`src/rtl/imem_loader_pkg.sv`:
```
// rtl/imem_loader_pkg.sv - shared types and constants for the instruction-memory boot loader.
package imem_loader_pkg;

  typedef enum logic [2:0] {
    S_CNT_HI,
    S_CNT_LO,
    S_DATA,
    S_WRITE,
    S_DONE,
    S_ERR
`ifdef IMEM_LOADER_CHECKSUM_EN
    , S_CSUM
`endif
  } state_t;

  localparam int CNT_WIDTH      = 16;
  localparam int BYTES_PER_WORD = 4;
  localparam int WORD_SHIFT     = 2;

endpackage

```
`src/rtl/imem_loader_word_asm.sv`:
```
// rtl/imem_loader_word_asm.sv - big-endian 4-byte assembly register with lane counter.
module loader_word_asm
  import imem_loader_pkg::*;
(
  input  logic        clk,
  input  logic        reset,
  input  logic        shift_en,
  input  logic        clear,
  input  logic [7:0]  byte_in,
  output logic [31:0] word_out,
  output logic        word_full
);

  localparam int LANE_W = $clog2(BYTES_PER_WORD);

  logic [LANE_W-1:0] lane;

  always_ff @(posedge clk) begin
    if (reset || clear) begin
      lane     <= '0;
      word_out <= '0;
    end else if (shift_en) begin
      lane     <= lane + LANE_W'(1);
      word_out <= {word_out[23:0], byte_in};
    end
  end

  // Flags the accept that completes the word, so the FSM can move to S_WRITE on the same edge.
  assign word_full = shift_en && (lane == LANE_W'(BYTES_PER_WORD - 1));

endmodule

```
`src/rtl/imem_loader.sv`:
```
// rtl/imem_loader.sv - byte-stream boot loader for instruction memory; IMEM_LOADER_CHECKSUM_EN adds a trailing XOR byte.
module imem_loader
  import imem_loader_pkg::*;
#(
  parameter int ADDR_WIDTH = 32,
  parameter int MAX_WORDS  = 256
) (
  input  logic                  clk,
  input  logic                  reset,
  input  logic                  byte_valid,
  input  logic [7:0]            byte_data,
  output logic                  byte_ready,
  output logic                  imem_we,
  output logic [ADDR_WIDTH-1:0] imem_addr,
  output logic [31:0]           imem_wdata,
  output logic                  core_reset,
  output logic                  done,
  output logic                  error
);

  state_t               state;
  logic [7:0]           count_hi;
  logic [CNT_WIDTH-1:0] count;
  logic [CNT_WIDTH-1:0] index;
  logic                 we_q;
  logic                 accept;
  logic                 word_full;
  logic [31:0]          word;
  logic [CNT_WIDTH-1:0] count_rx;

  assign accept   = byte_valid && byte_ready;
  assign count_rx = {count_hi, byte_data};

  loader_word_asm u_word_asm (
    .clk      (clk),
    .reset    (reset),
    .shift_en (accept && (state == S_DATA)),
    .clear    (accept && (state == S_CNT_LO)),
    .byte_in  (byte_data),
    .word_out (word),
    .word_full(word_full)
  );

`ifdef IMEM_LOADER_CHECKSUM_EN
  logic [7:0] csum;

  always_ff @(posedge clk) begin
    if (reset || (state == S_CNT_HI)) begin
      csum <= '0;
    end else if (accept && (state == S_DATA)) begin
      csum <= csum ^ byte_data;
    end
  end
`endif

  always_ff @(posedge clk) begin
    if (reset) begin
      state      <= S_CNT_HI;
      count_hi   <= '0;
      count      <= '0;
      index      <= '0;
      byte_ready <= 1'b1;
      we_q       <= 1'b0;
      imem_addr  <= '0;
      core_reset <= 1'b1;
      done       <= 1'b0;
      error      <= 1'b0;
    end else begin
      we_q <= 1'b0;
      case (state)
        S_CNT_HI: begin
          if (accept) begin
            count_hi <= byte_data;
            state    <= S_CNT_LO;
          end
        end
        S_CNT_LO: begin
          if (accept) begin
            if ((count_rx == '0) || (int'(count_rx) > MAX_WORDS)) begin
              state      <= S_ERR;
              byte_ready <= 1'b0;
              error      <= 1'b1;
            end else begin
              count <= count_rx;
              index <= '0;
              state <= S_DATA;
            end
          end
        end
        S_DATA: begin
          if (word_full) begin
            state      <= S_WRITE;
            byte_ready <= 1'b0;
            we_q       <= 1'b1;
            imem_addr  <= ADDR_WIDTH'(index) << WORD_SHIFT;
          end
        end
        S_WRITE: begin
          index <= index + CNT_WIDTH'(1);
          if ((index + CNT_WIDTH'(1)) == count) begin
`ifdef IMEM_LOADER_CHECKSUM_EN
            state      <= S_CSUM;
            byte_ready <= 1'b1;
`else
            state      <= S_DONE;
            done       <= 1'b1;
            core_reset <= 1'b0;
`endif
          end else begin
            state      <= S_DATA;
            byte_ready <= 1'b1;
          end
        end
`ifdef IMEM_LOADER_CHECKSUM_EN
        S_CSUM: begin
          if (accept) begin
            byte_ready <= 1'b0;
            if (byte_data == csum) begin
              state      <= S_DONE;
              done       <= 1'b1;
              core_reset <= 1'b0;
            end else begin
              state <= S_ERR;
              error <= 1'b1;
            end
          end
        end
`endif
        S_DONE, S_ERR: begin
          byte_ready <= 1'b0;
        end
        default: begin
          state      <= S_CNT_HI;
          byte_ready <= 1'b1;
        end
      endcase
    end
  end

  // Gating with reset guarantees no write escapes in a reset cycle, even one landing on S_WRITE.
  assign imem_we    = we_q & ~reset;
  assign imem_wdata = word;

endmodule

```
`config.mk`:
```
export PLATFORM = sky130hd
export DESIGN_NAME = imem_loader
export DESIGN_NICKNAME = d
export VERILOG_FILES = /design/src/rtl/imem_loader_pkg.sv /design/src/rtl/imem_loader_word_asm.sv /design/src/rtl/imem_loader.sv
export SDC_FILE = /design/constraint.sdc
export NUM_CORES = 1
export LEC_CHECK = 0
export CAP_MARGIN = 20
export CORE_MARGIN = 4
export CORE_UTILIZATION = 57
export CTS_CLUSTER_SIZE = 8
export DETAILED_ROUTE_END_ITERATION = 16
export PLACE_DENSITY_LB_ADDON = 0.2
export SLEW_MARGIN = 20
export SYNTH_ARGS = -nofsm -noshare
export SYNTH_HDL_FRONTEND = slang
export SYNTH_HIERARCHICAL = 1
export SYNTH_SLANG_ARGS = --single-unit
export TNS_END_PERCENT = 100
```
`constraint.sdc`:
```
create_clock -name clk -period 6.03 [get_ports clk]
set_input_delay 0.603 -clock clk [delete_from_list [all_inputs] [get_ports clk]]
set_output_delay 0.603 -clock clk [all_outputs]
set_load 0.01 [all_outputs]
```
==> run_summary.xml, run 1 <==
<?xml version="1.0" encoding="UTF-8"?>
<metrics>
  <group name="worst_hold_path">
    <metric name="timing.hold.worst_endpoint" unit="">imem_addr[15]</metric>
    <metric name="holdCritPathClass" unit="">register to register</metric>
    <metric name="worstHoldPathCells" unit="">2</metric>
    <metric name="worstHoldStart" unit="">imem_addr[15]</metric>
  </group>
  <group name="timing">
    <metric name="skew" unit="ns">0.00726</metric>
    <metric name="period_minus_slack" unit="ns">3.15</metric>
    <metric name="setup_repair_after_global_routing_missed_its_margin" unit="">no</metric>
    <metric name="hold_ws" unit="ns">0.456</metric>
    <metric name="final_min_period_over_clock_period" unit="%">52.3</metric>
    <metric name="slew-limit-headroom" unit="%">35.1</metric>
    <metric name="slew_violations" unit="">0</metric>
    <metric name="tightest_slew" unit="ns">0.967</metric>
    <metric name="report.final.setup_viol" unit="">0</metric>
    <metric name="achievable-frequency" unit="MHz">317</metric>
    <metric name="timing.setup.tns" unit="ns">0</metric>
    <metric name="final-hold-violation-count" unit="">0</metric>
  </group>
  <group name="critical_path">
    <metric name="timing.reg2reg.worst_path_depth" unit="">6</metric>
    <metric name="worst_ep_arrival" unit="ns">3.38</metric>
    <metric name="reg2reg_to" unit="">index[9]</metric>
    <metric name="setup_cp_type" unit="">input pin to register</metric>
    <metric name="endpoint_kind" unit="">register</metric>
    <metric name="ff2ff_setup_slack" unit="ns">3.15</metric>
    <metric name="crit_fanout" unit="">16</metric>
    <metric name="worst_setup_path_start_kind" unit="">input pin</metric>
    <metric name="worstReg2RegStart" unit="">state[0]</metric>
    <metric name="crit_required" unit="ns">6.25</metric>
  </group>
  <group name="clock_tree">
    <metric name="h-tree-depth" unit="">3</metric>
    <metric name="total_cts_buffers" unit="">9</metric>
    <metric name="tritoncts" unit="">built</metric>
    <metric name="post_cts_resize_count" unit="">0</metric>
    <metric name="cts_max_path_buffers" unit="">2</metric>
    <metric name="clockRootBuffer" unit="">clkbuf_8</metric>
    <metric name="clk_transition_reported_paths" unit="ns">0.09</metric>
    <metric name="worst_skew_pair.late_latency" unit="ns">0.36</metric>
    <metric name="post_cts_hold_buffer_count" unit="">0</metric>
    <metric name="clock-sinks" unit="">98</metric>
    <metric name="cts_setup_buffers" unit="">0</metric>
  </group>
  <group name="logic_synthesis">
    <metric name="mappedNetlistArea" unit="sq um">4530</metric>
    <metric name="synthTopCellsByCount" unit="">dfxtp_1 (98), nor2_1 (78), mux2i_1 (50), nand2_1 (46), a21oi_1 (36)</metric>
    <metric name="avgSynthCellArea" unit="sq um">8.90</metric>
    <metric name="ys_seq_elements" unit="">98</metric>
    <metric name="ys_warn_count" unit="">6</metric>
    <metric name="yosysUniqueCellTypes" unit="">55</metric>
    <metric name="synth_largest_type_area_fraction" unit="%">43.3</metric>
    <metric name="synth_top_area_cell" unit="">dfxtp_1</metric>
    <metric name="ys_async_sr_fraction" unit="%">0</metric>
    <metric name="post_synth_main_area_contributors" unit="">dfxtp_1 (43%), mux2i_1 (11%), nor2_1 (6.5%), a21oi_1 (4.0%), nand2_1 (3.8%)</metric>
    <metric name="yosysSeqAreaShare" unit="%">43.3</metric>
    <metric name="ys_dominant_reg_cell" unit="">dfxtp_1</metric>
    <metric name="post-synth-top-count-cell" unit="">dfxtp_1</metric>
    <metric name="syn-instance-count" unit="">509</metric>
    <metric name="synth-edff-count" unit="">0</metric>
  </group>
  <group name="floorplanning">
    <metric name="fp.dieH" unit="microns">97.1</metric>
    <metric name="design.die.area" unit="sq um">9440</metric>
    <metric name="core_area" unit="sq um">7730</metric>
    <metric name="die_width" unit="microns">97.1</metric>
    <metric name="start_util" unit="%">58.6</metric>
    <metric name="num_io_pins" unit="">80</metric>
    <metric name="core.rowCount" unit="">32</metric>
  </group>
  <group name="global_route">
    <metric name="antenna_found_initial" unit="">0</metric>
    <metric name="grt-ovfl-total" unit="">0</metric>
    <metric name="grt_util_all_layers" unit="%">20.9</metric>
    <metric name="grt_start_max_net_pins" unit="">36</metric>
    <metric name="first_global_vias" unit="">3557</metric>
    <metric name="grt_first_pass_wirelength" unit="mm">16.6</metric>
  </group>
  <group name="drt">
    <metric name="wire_per_inst" unit="microns">15.1</metric>
    <metric name="vias" unit="">3652</metric>
    <metric name="detail_route.vias_per_cell" unit="">5.58</metric>
    <metric name="drt_iter0_markers" unit="">183</metric>
    <metric name="antenna_violating_nets_post_route" unit="">0</metric>
    <metric name="post_detailed_route_drc_marker_count" unit="">0</metric>
    <metric name="drt_pre_antenna_iters" unit="">5</metric>
    <metric name="routed_wl" unit="mm">9.90</metric>
  </group>
  <group name="final_layout">
    <metric name="fin_nets" unit="">563</metric>
    <metric name="finish.utilization" unit="%">67.5</metric>
    <metric name="insertedDiodeCount" unit="">0</metric>
    <metric name="syn_to_final_growth" unit="%">15.2</metric>
    <metric name="fraction_of_final_layout_cells_sized_beyond_drive_strength_1" unit="%">7.43</metric>
    <metric name="fillCellCount" unit="">631</metric>
  </group>
  <group name="placed_design">
    <metric name="numPortBuffers" unit="">63</metric>
    <metric name="gp_congestion" unit="">0.864</metric>
    <metric name="post-dp-hpwl" unit="mm">7.04</metric>
  </group>
  <group name="job">
    <metric name="cap_violations" unit="">0</metric>
  </group>
  <group name="outcome">
    <metric name="status" unit="">complete, no violations</metric>
  </group>
  <group name="power">
    <metric name="ir_worst_vdd" unit="V">0.000193</metric>
    <metric name="power" unit="mW">1.31</metric>
    <metric name="power.density" unit="nW/um^2">252</metric>
    <metric name="p_leak" unit="nW">1.87</metric>
  </group>
</metrics>
-- metrics by stage --
| stage | cells | cell area (sq um) | setup slack, ns |
|---|---|---|---|
| after floorplan | 524 | 4590 | 3.48 |
| after global placement | 641 | 5020 | 2.63 |
| after detailed placement | 641 | 5020 | 2.52 |
| after CTS | 654 | 5220 | 2.89 |
| after global routing | 654 | 5220 | 2.72 |
| final | 654 | 5220 | 2.88 |
-- logic make-up after synthesis --
| family | count (synthesis) | synth area share, % |
|---|---|---|
| compound gates | 79 | 11.2 |
| xor+xnor | 23 | 4.45 |
| fa+ha+maj | 2 | 0.552 |
| buf+inv | 58 | 8.40 |
| flops | 98 | 43.3 |
| mux | 50 | 11.0 |
| other cells | 1 | 0.0828 |
| simple gates | 198 | 21.0 |
-- sequential cells by signal, summed over array words and instances (netlist names) --
| name | cells |
|---|---|
| imem_addr | 16 |
| state | 3 |
| byte_ready | 1 |
| we_q | 1 |
| count_hi | 8 |
| u_word_asm/lane | 2 |
| done | 1 |
| core_reset | 1 |
| count | 16 |
| u_word_asm/word_out | 32 |
| error | 1 |
| index | 16 |
-- layer usage --
layer  track usage, %  vias to the layer above  wire (microns)
met5                0                        -               0
met3             4.45                       13             533
met1             26.9                     1745            4290
li1                 -                     1801               -
met2             35.2                       93            4980
met4             6.05                        0             108
-- cells in the final DEF (no fill, tap or decap), types with 11 or more instances in the layout --
cell type        synthesis  routed
a21oi_1                 36      36
and2_1                  11      11
clkdlybuf4s50_1          0      62
conb_1                   1      16
dfxtp_1                 98      98
mux2i_1                 50      50
nand2_1                 46      46
nor2_1                  78      78
xnor2_1                 13      13
-- layout make-up --
class | count | area (sq um) | share of cell area (%)
Clock buffer | 9 | 124 | 2.37
Clock inverter | 4 | 70.1 | 1.34
Inverter | 6 | 22.5 | 0.432
Multi-Input combinational cell | 368 | 2250 | 43.2
Sequential cell | 98 | 1960 | 37.6
Tap cell | 102 | 128 | 2.45
Timing Repair Buffer | 67 | 656 | 12.6
-- how the worst max path moves through the flow --
stage / start / endpoint / slack [ns] / cells past startpoint
2_1_floorplan: byte_valid / byte_ready / 3.48 / 12
3_3_place_gp: byte_data[4] / index[10] / 2.63 / 7
3_5_place_dp: byte_data[0] / index[9] / 2.52 / 7
4_1_cts: byte_data[4] / index[9] / 2.89 / 7
5_1_grt: byte_data[0] / index[9] / 2.72 / 7
6_report: byte_data[0] / index[9] / 2.88 / 7
-- report_power, final --
| part | switching, mW | internal [mW] | leakage (nW) |
|---|---|---|---|
| combinational | 0.111 | 0.0758 | 0.977 |
| clock | 0.207 | 0.225 | 0.101 |
| sequential | 0.0258 | 0.670 | 0.791 |
-- critical path: stages --
cell	delay, ns
clkdlybuf4s50_1	0.47
or4_1	0.58
nand4bb_1	0.25
a21boi_2	0.77
nor2_2	0.36
o21ai_0	0.25
a21oi_1	0.08
(Power assumes the default switching activity.)
==> run 2, diff against run 1 <==
--- a/config.mk
+++ b/config.mk
@@ -7,7 +7,7 @@
 export LEC_CHECK = 0
 export CAP_MARGIN = 20
 export CORE_MARGIN = 4
-export CORE_UTILIZATION = 57
+export CORE_UTILIZATION = 48
 export CTS_CLUSTER_SIZE = 8
 export DETAILED_ROUTE_END_ITERATION = 16
 export PLACE_DENSITY_LB_ADDON = 0.2
==> constraint.sdc (replaced) <==
create_clock -name clk -period 2.9 [get_ports clk]
set_input_delay 0.29 -clock clk [delete_from_list [all_inputs] [get_ports clk]]
set_output_delay 0.29 -clock clk [all_outputs]
set_load 0.01 [all_outputs]
==> run_summary.xml, run 2 (synthesis results as in run 1) <==
<?xml version="1.0" encoding="UTF-8"?>
<metrics>
  <group name="timing">
    <metric name="final_min_period_over_clock_period" unit="%">85.3</metric>
    <metric name="final-hold-violation-count" unit="">0</metric>
    <metric name="slew_violations" unit="">0</metric>
    <metric name="tightest_slew" unit="ns">0.872</metric>
    <metric name="hold_ws" unit="ns">0.364</metric>
    <metric name="timing.setup.tns" unit="ns">0</metric>
    <metric name="slew-limit-headroom" unit="%">41.7</metric>
    <metric name="skew" unit="ns">0.00886</metric>
    <metric name="setup_repair_after_global_routing_missed_its_margin" unit="">no</metric>
    <metric name="achievable-frequency" unit="MHz">404</metric>
    <metric name="report.final.setup_viol" unit="">0</metric>
    <metric name="period_minus_slack" unit="ns">2.47</metric>
  </group>
  <group name="final_layout">
    <metric name="fin_nets" unit="">568</metric>
    <metric name="insertedDiodeCount" unit="">0</metric>
    <metric name="regMostFlops" unit="">u_word_asm/word_out</metric>
    <metric name="syn_to_final_growth" unit="%">16.5</metric>
    <metric name="largest_register_ffs" unit="">32</metric>
    <metric name="most_common_cell_after_layout_fill_and_taps_aside" unit="">dfxtp_1</metric>
    <metric name="fraction_of_final_layout_cells_sized_beyond_drive_strength_1" unit="%">8.57</metric>
    <metric name="mostFrequentLayoutCells" unit="">dfxtp_1 (98), nor2_1 (78), clkdlybuf4s50_1 (62)</metric>
    <metric name="final_area" unit="sq um">5280</metric>
  </group>
  <group name="clock_tree">
    <metric name="post_cts_hold_buffer_count" unit="">0</metric>
    <metric name="total_cts_buffers" unit="">9</metric>
    <metric name="clk_transition_reported_paths" unit="ns">0.10</metric>
    <metric name="worst_skew_pair.late_latency" unit="ns">0.37</metric>
    <metric name="clock-sinks" unit="">98</metric>
    <metric name="clockRootBuffer" unit="">clkbuf_8</metric>
    <metric name="h-tree-depth" unit="">3</metric>
    <metric name="cts_max_path_buffers" unit="">2</metric>
    <metric name="cts_setup_buffers" unit="">0</metric>
    <metric name="post_cts_resize_count" unit="">0</metric>
    <metric name="tritoncts" unit="">built</metric>
  </group>
  <group name="placed_design">
    <metric name="post-dp-hpwl" unit="mm">6.86</metric>
    <metric name="numPortBuffers" unit="">63</metric>
    <metric name="dpl-instance-area" unit="sq um">5070</metric>
    <metric name="gp_congestion" unit="">0.871</metric>
  </group>
  <group name="global_route">
    <metric name="grt-ovfl-total" unit="">0</metric>
    <metric name="antenna_found_initial" unit="">0</metric>
    <metric name="grt_util_all_layers" unit="%">18.3</metric>
    <metric name="grt_start_max_net_pins" unit="">38</metric>
    <metric name="grt_first_pass_wirelength" unit="mm">16.7</metric>
    <metric name="first_global_vias" unit="">3490</metric>
  </group>
  <group name="job">
    <metric name="cap_violations" unit="">0</metric>
  </group>
  <group name="floorplanning">
    <metric name="core.rowCount" unit="">35</metric>
    <metric name="start_util" unit="%">49.3</metric>
    <metric name="fp.dieH" unit="microns">105</metric>
    <metric name="num_io_pins" unit="">80</metric>
    <metric name="core_area" unit="sq um">9200</metric>
    <metric name="design.die.area" unit="sq um">11100</metric>
    <metric name="die_width" unit="microns">105</metric>
  </group>
  <group name="drt">
    <metric name="post_detailed_route_drc_marker_count" unit="">0</metric>
    <metric name="routed_wl" unit="mm">9.93</metric>
    <metric name="detail_route.vias_per_cell" unit="">5.45</metric>
    <metric name="drt_pre_antenna_iters" unit="">5</metric>
    <metric name="wire_per_inst" unit="microns">14.8</metric>
    <metric name="vias" unit="">3657</metric>
    <metric name="antenna_violating_nets_post_route" unit="">0</metric>
    <metric name="drt_iter0_markers" unit="">199</metric>
  </group>
  <group name="critical_path">
    <metric name="crit_fanout" unit="">6</metric>
    <metric name="crit_required" unit="ns">3.16</metric>
    <metric name="setup_cp_type" unit="">register to register</metric>
    <metric name="endpoint_kind" unit="">register</metric>
    <metric name="worst_ep_arrival" unit="ns">2.74</metric>
    <metric name="worst_setup_path_start_kind" unit="">register</metric>
  </group>
  <group name="worst_hold_path">
    <metric name="holdCritPathClass" unit="">input pin to register</metric>
  </group>
  <group name="power">
    <metric name="power" unit="mW">2.76</metric>
    <metric name="ir_worst_vdd" unit="V">0.000297</metric>
    <metric name="power.density" unit="nW/um^2">523</metric>
    <metric name="p_leak" unit="nW">1.90</metric>
  </group>
  <group name="outcome">
    <metric name="status" unit="">complete, no violations</metric>
  </group>
</metrics>
-- run 2: routing by layer --
| layer | GRT usage, % | vias to the layer above | share of wire (%) |
|---|---|---|---|
| met5 | 0 | - | 0 |
| met4 | 4.50 | 0 | 1.2 |
| met3 | 4.63 | 12 | 5.9 |
| met2 | 30.3 | 128 | 49 |
| met1 | 23.7 | 1712 | 44 |
| li1 | - | 1805 | - |
-- run 2: final timing paths --
check	from	endpoint	slack (ns)	cells after the start
worst max register to register	index[1]	state[1]	0.43	7
worst min register to register	imem_addr[11]	imem_addr[11]	0.46	2
worst min-delay path	reset	count_hi[3]	0.36	2
worst max-delay path	index[1]	state[1]	0.43	7
-- run 2: cell type report --
cell class	instances	area, sq um
clock buffers	9	124
clock inverters	7	83.8
fillers	814	3920
inverters	6	22.5
multi-input cells	368	2250
flip-flops and latches	98	1960
well taps	111	139
repair buffers	72	693
-- run 2: worst max-delay path, cell delays in order (launching register included) --
cell	delay, ns
dfxtp_1	0.45
ha_1	0.33
nand3_1	0.24
nor4_1	0.51
xnor2_1	0.21
o221ai_1	0.24
nor4_1	0.31
nor2_1	0.07
-- run 2: report_power, final --
group | internal (mW) | leakage (nW) | switching [mW]
clock network | 0.414 | 0.102 | 0.510
logic | 0.162 | 1.00 | 0.232
registers | 1.39 | 0.791 | 0.0495
-- run 2: per-stage QoR --
stage | instances | util, % | setup WS [ns]
finish | 671 | 57.4 | 0.426
global route | 671 | 57.4 | 0.198
CTS | 671 | 57.4 | 0.496
detailed placement | 655 | 55.1 | 0.144
global placement | 655 | 55.1 | 0.228
floorplan | 524 | - | 0.447
